--- config.mk ---
export PLATFORM = sky130hd
export DESIGN_NAME = ahblite_obi_arbiter
export DESIGN_NICKNAME = d
export VERILOG_FILES = /design/src/rtl/ahblite_obi_arbiter.sv
export SDC_FILE = /design/constraint.sdc
export NUM_CORES = 1
export LEC_CHECK = 0
export ABC_AREA = 0
export BUFFER_PORTS_ARGS = -buffer_cell sky130_fd_sc_hd__buf_2
export CAP_MARGIN = 30
export CORE_AREA = 4 4 112 114
export CTS_CLUSTER_SIZE = 40
export DETAILED_ROUTE_END_ITERATION = 7
export DIE_AREA = 0 0 116 118
export SYNTH_ARGS = -nofsm -noshare
export SYNTH_HDL_FRONTEND = slang
export SYNTH_SLANG_ARGS = --single-unit
--- constraint.sdc ---
create_clock -name clk -period 4.2 [get_ports clk]
set_clock_uncertainty 0.1 [all_clocks]
set_input_delay 0.84 -clock clk [delete_from_list [all_inputs] [get_ports clk]]
set_output_delay 0.84 -clock clk [all_outputs]
set_load 0.01 [all_outputs]
--- src/rtl/ahblite_obi_arbiter.sv ---
// Shares one AHB-Lite master port between NUM_REQ OBI-style requesters.
// Latency: grant is combinational in the address cycle. rvalid comes one cycle later, plus one cycle per wait state.
// Backpressure: while hready is low, gnt stays 0 and the address is held (locked to the selected requester).
//
// Ports:
//   clk, rstn                 clock, asynchronous active-low reset
//   req_i/gnt_o               per-requester request / one-hot grant (address phase accepted)
//   addr_i/we_i/be_i/wdata_i  per-requester request payload, held until gnt
//   rvalid_o/rdata_o/err_o    one-hot response strobe, shared read data, per-requester error
//   ahbl_h*                   AHB-Lite master outputs and hrdata/hready/hresp inputs
module ahblite_obi_arbiter #(
   parameter int ADDR_WIDTH = 32,
   parameter int DATA_WIDTH = 32,
   parameter int NUM_REQ    = 2
) (
   input  logic                                 clk,
   input  logic                                 rstn,
   input  logic [NUM_REQ-1:0]                   req_i,
   output logic [NUM_REQ-1:0]                   gnt_o,
   input  logic [NUM_REQ-1:0][ADDR_WIDTH-1:0]   addr_i,
   input  logic [NUM_REQ-1:0]                   we_i,
   input  logic [NUM_REQ-1:0][3:0]              be_i,
   input  logic [NUM_REQ-1:0][DATA_WIDTH-1:0]   wdata_i,
   output logic [NUM_REQ-1:0]                   rvalid_o,
   output logic [DATA_WIDTH-1:0]                rdata_o,
   output logic [NUM_REQ-1:0]                   err_o,
   output logic [ADDR_WIDTH-1:0]                ahbl_haddr,
   output logic [2:0]                           ahbl_hburst,
   output logic                                 ahbl_hmastlock,
   output logic [3:0]                           ahbl_hprot,
   output logic [2:0]                           ahbl_hsize,
   output logic [1:0]                           ahbl_htrans,
   output logic [DATA_WIDTH-1:0]                ahbl_hwdata,
   output logic                                 ahbl_hwrite,
   input  logic [DATA_WIDTH-1:0]                ahbl_hrdata,
   input  logic                                 ahbl_hready,
   input  logic                                 ahbl_hresp
);

   localparam int         IW            = (NUM_REQ > 1) ? $clog2(NUM_REQ) : 1;
   localparam logic [1:0] HTRANS_IDLE   = 2'b00;
   localparam logic [1:0] HTRANS_NONSEQ = 2'b10;

   logic [IW-1:0]         r_last_gnt;
   logic                  r_lock_vld;
   logic [IW-1:0]         r_lock_idx;
   logic                  r_dp_vld;
   logic [IW-1:0]         r_dp_owner;
   logic                  r_dp_we;
   logic [DATA_WIDTH-1:0] r_dp_wdata;

   logic                  w_err_first;
   logic                  w_active;
   logic                  w_rr_hit;
   logic [IW-1:0]         w_rr_idx;
   logic [IW-1:0]         w_k;
   logic [IW-1:0]         w_sel;
   logic [3:0]            w_be;
   logic [2:0]            w_size;
   logic [1:0]            w_off;
   logic                  w_any_gnt;

   // First cycle of a two-cycle ERROR response: the next transfer must be cancelled.
   assign w_err_first = r_dp_vld & ahbl_hresp & ~ahbl_hready;

   // Round-robin search starting one past the last granted requester.
   always_comb begin
      w_rr_idx = r_last_gnt;
      w_rr_hit = 1'b0;
      w_k      = '0;
      for (int i = 1; i <= NUM_REQ; i++) begin
         w_k = IW'((int'(r_last_gnt) + i) % NUM_REQ);
         if (!w_rr_hit && req_i[w_k]) begin
            w_rr_hit = 1'b1;
            w_rr_idx = w_k;
         end
      end
   end

   // A stalled NONSEQ keeps its owner so address/control stay stable until hready.
   assign w_sel    = r_lock_vld ? r_lock_idx : w_rr_idx;
   assign w_active = ((|req_i) | r_lock_vld) & ~w_err_first;

   // Byte enables determine transfer size and the low address bits.
   always_comb begin
      w_be   = be_i[w_sel];
      w_size = 3'b010;
      w_off  = 2'b00;
      case (w_be)
         4'b1111: begin w_size = 3'b010; w_off = 2'b00; end
         4'b0011: begin w_size = 3'b001; w_off = 2'b00; end
         4'b1100: begin w_size = 3'b001; w_off = 2'b10; end
         4'b0001: begin w_size = 3'b000; w_off = 2'b00; end
         4'b0010: begin w_size = 3'b000; w_off = 2'b01; end
         4'b0100: begin w_size = 3'b000; w_off = 2'b10; end
         4'b1000: begin w_size = 3'b000; w_off = 2'b11; end
         default: begin w_size = 3'b010; w_off = 2'b00; end
      endcase
   end

   // Address phase; idle bus drives the reset values.
   always_comb begin
      ahbl_htrans    = w_active ? HTRANS_NONSEQ : HTRANS_IDLE;
      ahbl_haddr     = w_active ? {addr_i[w_sel][ADDR_WIDTH-1:2], w_off} : '0;
      ahbl_hwrite    = w_active & we_i[w_sel];
      ahbl_hsize     = w_active ? w_size : 3'b010;
      ahbl_hprot     = !w_active ? 4'b0000 : ((w_sel == '0) ? 4'b0010 : 4'b0011);
      ahbl_hburst    = 3'b000;
      ahbl_hmastlock = 1'b0;
      ahbl_hwdata    = r_dp_wdata;
      gnt_o          = '0;
      if (req_i[w_sel] && ahbl_hready && !w_err_first) begin
         gnt_o[w_sel] = 1'b1;
      end
   end

   assign w_any_gnt = |gnt_o;

   // Data-phase response routed to the owner; write responses carry zero data.
   always_comb begin
      rvalid_o = '0;
      err_o    = '0;
      rdata_o  = '0;
      if (r_dp_vld && ahbl_hready) begin
         rvalid_o[r_dp_owner] = 1'b1;
         err_o[r_dp_owner]    = ahbl_hresp;
         if (!r_dp_we) begin
            rdata_o = ahbl_hrdata;
         end
      end
   end

   always_ff @(posedge clk or negedge rstn) begin
      if (!rstn) begin
         r_last_gnt <= IW'(NUM_REQ - 1);
         r_lock_vld <= 1'b0;
         r_lock_idx <= '0;
         r_dp_vld   <= 1'b0;
         r_dp_owner <= '0;
         r_dp_we    <= 1'b0;
         r_dp_wdata <= '0;
      end else begin
         if (w_any_gnt) begin
            r_last_gnt <= w_sel;
         end

         if (w_err_first || ahbl_hready) begin
            r_lock_vld <= 1'b0;
         end else if (w_active) begin
            r_lock_vld <= 1'b1;
            r_lock_idx <= w_sel;
         end

         // Data phase advances only when the bus is ready; grants occur only then too.
         if (ahbl_hready) begin
            r_dp_vld <= w_any_gnt;
            if (w_any_gnt) begin
               r_dp_owner <= w_sel;
               r_dp_we    <= we_i[w_sel];
               r_dp_wdata <= wdata_i[w_sel];
            end
         end
      end
   end

endmodule

==> results of run 1 <==
-- worst register-to-register path: stages (launching register included) --
cell,delay [ns]
dfrtp_1,0.50
nand2b_1,0.30
a21oi_1,0.12
or2_1,0.21
buf_4,0.24
a221o_1,0.38
-- path summary, 6_finish.rpt --
kind,start,endpoint,slack [ns],cells past startpoint
worst max-delay path,req_i[0],ahbl_haddr[2],0.73,7
worst min-delay path,ahbl_hwdata[23],ahbl_hwdata[23],0.41,1
worst max register to register,r_lock_vld,ahbl_hwdata[28],2.23,5
worst min register to register,ahbl_hwdata[23],ahbl_hwdata[23],0.41,1
max in group asynchronous,rstn,ahbl_hwdata[6],2.91,1
min in group asynchronous,rstn,ahbl_hwdata[17],0.56,1
-- through the flow --
stage	power, uW	area (um^2)	hold slack [ns]
after floorplan	884	2650	0.366
after global placement	1200	4090	0.383
after detailed placement	1210	4090	0.391
after CTS	1600	4240	0.405
after global routing	1690	4250	0.425
final	1580	4250	0.406
-- synthesized netlist by cell type --
cell       n
buf_4     10
o21ai_0    4
o311a_1    1
xnor2_1    3
nor2b_1    2
dfrtp_1   37
buf_6      1
o31ai_1    1
and2_1    36
or2_1      1
a221o_1   32
nor3_1     1
o2111a_1   1
nor2_1     8
inv_1      2
clkbuf_1  17
a21o_1     3
xor2_1     1
dfstp_2    1
o31a_1     1
nand2_1   65
nand2b_1   2
or4_1      3
nor4b_1    1
o21ai_1    1
nand3b_1   1
a311oi_1   3
o211ai_1   1
buf_2     11
nand3_1    2
a21oi_1   33
a211oi_1   1
and3_1    34
conb_1     1
nor2b_4    1
-- cells by family (layout without fill, tap and decap cells) --
group | count (synthesis) | count (layout) | synth area share (%)
AND/OR/NAND/NOR | 157 | 157 | 30.9
AO/OA/AOI/OAI | 82 | 82 | 23.3
buffers and inverters | 41 | 296 | 8.10
flip-flops | 38 | 38 | 36.3
XOR/XNOR | 4 | 4 | 1.33
other | 1 | 9 | 0.143
-- cell type report --
class / instances / area, um^2
diodes: 1 / 2.50
clock buffers: 6 / 139
repair buffers: 286 / 1450
fillers: 1184 / 7170
flip-flops and latches: 38 / 952
inverters: 2 / 7.51
multi-input cells: 251 / 1510
clock inverters: 2 / 12.5
well taps: 143 / 179
-- registers in the layout (all words and copies together), names as in the netlist --
name	count
r_dp_vld	1
r_last_gnt	1
r_dp_owner	1
r_dp_we	1
r_lock_vld	1
r_lock_idx	1
ahbl_hwdata	32
-- power by group --
part	leakage, uW	internal [uW]	total, uW	switching, uW
Sequential	0.000468	447	499	52.0
Combinational	0.00196	312	695	382
Clock	0.0000729	235	386	151
Total	0.00251	994	1580	586
-- layer usage --
layer / routed length (um) / track usage [%] / up-vias
met3: 1020 / 2.88 / 24
met4: 245 / 3.92 / 0
li1: - / - / 1658
met5: 0 / 0 / -
met1: 4240 / 17.4 / 1614
met2: 6200 / 29.4 / 200
==> out/qor.csv, run 1 <==
metric,value,unit
period_share,82.5,%
ys_ff_latch,38,
leakagePower,0.00251,uW
critical_path_class,input port to output pin,
slew_viol_final,0,
grt_pass1_wl,17200,um
yosys_warnings,0,
fmax,289,MHz
cts_max_path_buffers,2,
p_per_area,372,nW/um^2
io_pins,292,
core,11400,um^2
final_core_util,37.2,%
holdCritPathClass,flip-flop to flip-flop,
final_cells,729,
cp.required,3.26,ns
crit_family,buffers and inverters,
synth_area_leaders,"dfrtp_1, a221o_1, nand2_1",
grt_pass1_vias,3321,
cp.arrival,2.53,ns
cts-root-buf,clkbuf_16,
clock_latency,0.28,ns
syn_area,2630,um^2
rows,39,
wirelength,11700,um
die_h,118,um
ant_nets,0,
drc,0,
syn-mean-instance-area,8.13,um^2
grt_usage,15.5,%
cts_sinks,38,
cpMaxStageDelayCell,buf_4,
first_pass_iters,5,
cp_max_fo,31,
synth_top_area_share,35.3,%
overflow,0,
critPathBufInv,3,
area_growth,61.7,%
final_cell_mix,"buf_2, nand2_1, dfrtp_1",
syn_inst,323,
hold_viol_final,0,
initial_core_util,23.0,%
cts_resized,0,
yosysSeqAreaShare,36.3,%
ir_drop,0.162,mV
viasPerCell,4.80,
dpl.hpwl,9430,um
rsz0062_at_grt,no,
htree_levels,2,
path_clk_slew,0.06,ns
gp_congestion,0.801,
synth_cell_types,35,
setup_tns,0,ns
worst_slack,0.734,ns
cts_setup_buffers,0,
holdBufCountCts,0,
start_kind,input port,
max_slew_margin,37.8,%
drt-initial-drc-count,200,
layout_commonest_cell,buf_2,
antenna_found_initial,1,
crit_chain,buf_2 > nor2b_1 > o31a_1 > buf_4 > nand2_1 > a21oi_1 > buf_2,
vias,3496,
yosys.area.top_type,dfrtp_1,
status,finished clean,
end_kind,output pin,
grt_max_degree,39,
dpl.cell_count,720,
cts_tree,done,
cpMostUsedCell,buf_2,
worst_pin_slew,0.933,ns
dieWidth,116,um
die-area,13700,um^2
cts_buffers,5,
finalSetupViolations,0,
drive_above_1_share,50.9,%
nets,760,
cap_violations,0,
io_buffers,279,
cp_slowest_stage_delay,0.37,ns
dp_slack,0.760,ns
wl_per_cell,16.0,um
layout_min_cycle_time,3.47,ns
(Power assumes the default switching activity.)
==> inputs of run 2 (changes only) <==
==> constraint.sdc (replaced) <==
create_clock -name clk -period 3.1 [get_ports clk]
set_clock_uncertainty 0.1 [all_clocks]
set_input_delay 0.62 -clock clk [delete_from_list [all_inputs] [get_ports clk]]
set_output_delay 0.62 -clock clk [all_outputs]
set_load 0.01 [all_outputs]
==> run 2 against run 1 <==
Register-to-register slack got worse by 1.3 ns. Core utilization rose by 0.37 points. Final area is 1.0% higher. Die area unchanged. Power increased by 36%. Worst setup slack lost 0.50 ns. First-iteration DRC count up 25%. Clock power is 34% higher. Via count down 2.2%. Wire length shrank 1.2%. Worst hold slack worse by 0.061 ns. Clock-buffer cell count did not move. Largest cell class unchanged. Largest power group unchanged.
==> out/qor.csv, run 2 (synthesized netlist as in run 1, its figures left out) <==
metric,value,unit,change
final_cells,730,,+0.14%
io_pins,292,,unchanged
ant_nets,0,,unchanged
drc,0,,unchanged
worst_pin_slew,0.839,ns,-0.0940 ns
io_buffers,279,,unchanged
cap_violations,0,,unchanged
cp_max_fo,34,,+9.7%
start_kind,flip-flop,,
wirelength,11600,um,-1.2%
wl_per_cell,15.8,um,-1.3%
grt_usage,15.6,%,+0.041 points
vias,3420,,-2.2%
first_pass_iters,4,,-1
grt_max_degree,39,,unchanged
overflow,0,,unchanged
rsz0062_at_grt,no,,
holdCritPathClass,input port to async pin,,
path_clk_slew,0.06,ns,about the same
rows,39,,unchanged
gp_congestion,0.848,,+5.9%
die-area,13700,um^2,unchanged
cts-root-buf,clkbuf_16,,
nets,761,,+0.13%
area_growth,63.3,%,
layout_commonest_cell,buf_2,,
fmax,349,MHz,
max_slew_margin,44.0,%,+6.3 points
hold_viol_final,0,,unchanged
grt_pass1_vias,3280,,-1.2%
htree_levels,2,,unchanged
layout_min_cycle_time,2.87,ns,
drive_above_1_share,51.2,%,+0.25 points
dieWidth,116,um,unchanged
cts_tree,done,,
fill_cells,1178,,-0.51%
cts_sinks,38,,unchanged
period_share,92.5,%,
status,finished clean,,
grt_pass1_wl,17200,um,-0.36%
viasPerCell,4.68,,-2.3%
initial_core_util,23.0,%,unchanged
end_kind,output pin,,
cp.arrival,2.15,ns,-0.38 ns
regToRegSetupSlack,0.95,ns,-1.28 ns
cp.required,2.38,ns,-0.88 ns
worst_slack,0.233,ns,-0.501 ns
dpl.hpwl,9420,um,about the same
total_power,2150,uW,+36%
dpl.cell_count,721,,+0.14%
leakagePower,0.00252,uW,+0.68%
drt-initial-drc-count,249,,+25%
finalSetupViolations,0,,unchanged
clock_latency,0.28,ns,about the same
die_h,118,um,unchanged
p_per_area,502,nW/um^2,+35%
dp_slack,0.262,ns,-0.498 ns
cts_max_path_buffers,2,,unchanged
setup_tns,0,ns,unchanged
cts_buffers,5,,unchanged
critical_path_class,flip-flop to output pin,,
largest_reg_flops,32,,unchanged
antenna_found_initial,1,,unchanged
slew_viol_final,0,,unchanged
final_cell_mix,"buf_2, nand2_1, dfrtp_1",,
ir_drop,0.271,mV,+68%
core,11400,um^2,unchanged
[run 2: changes by cell type in the layout (fill, tap and decap cells not counted), sizes merged]
cell | before | now
buf | 286 | 287
[run 2: final cells by class]
type	instances	area, um^2	area share (%)
multi-input combinational	251	1510	35.2
clock inverter	2	12.5	0.292
antenna	1	2.50	0.0583
sequential	38	952	22.2
timing repair buffer	287	1490	34.7
tap	143	179	4.17
clock buffer	6	139	3.24
inverter	2	7.51	0.175
[run 2: critical path: stages (launching register included)]
cell and delay (ns):
dfstp_2 0.58, nor2b_2 0.27, o31a_1 0.31, buf_12 0.22, nand2_1 0.07, a21oi_1 0.22, buf_2 0.18
[run 2: worst paths after layout]
path / from / to / depth (start not counted)
max: r_last_gnt / ahbl_haddr[2] / 6
min: rstn / ahbl_hwdata[15] / 1
max reg2reg: r_lock_vld / ahbl_hwdata[1] / 4
min reg2reg: ahbl_hwdata[17] / ahbl_hwdata[17] / 1
max in group asynchronous: rstn / r_lock_vld / 1
min in group clk: ahbl_hwdata[17] / ahbl_hwdata[17] / 1
[run 2: timing repair]
action,CTS,global route
hold buffers,0,0
endpoints found under the setup margin,0,2
resized for setup,0,1
buffers inserted,0,0
[run 2: through the flow]
step	hold slack (ns)	util [%]	area, um^2
floorplan	0.224	-	2650
global placement	0.384	36.1	4120
detailed placement	0.391	36.2	4130
CTS	0.379	37.5	4280
global route	0.423	37.6	4290
finish	0.345	37.6	4290
[run 2: layer usage]
metal  track usage [%]  up-vias  routed length, um
li1                  -     1651                  -
met2              28.6      180               6150
met1              17.7     1571               4090
met4              4.35        0                223
met5                 0        -                  0
met3              3.44       18               1100
[run 2: power by group]
| group | leakage, uW | switching [uW] | internal (uW) |
|---|---|---|---|
| sequential | 0.000468 | 70.2 | 606 |
| combinational | 0.00198 | 521 | 439 |
| clock | 0.0000729 | 198 | 318 |
| total | 0.00252 | 789 | 1360 |
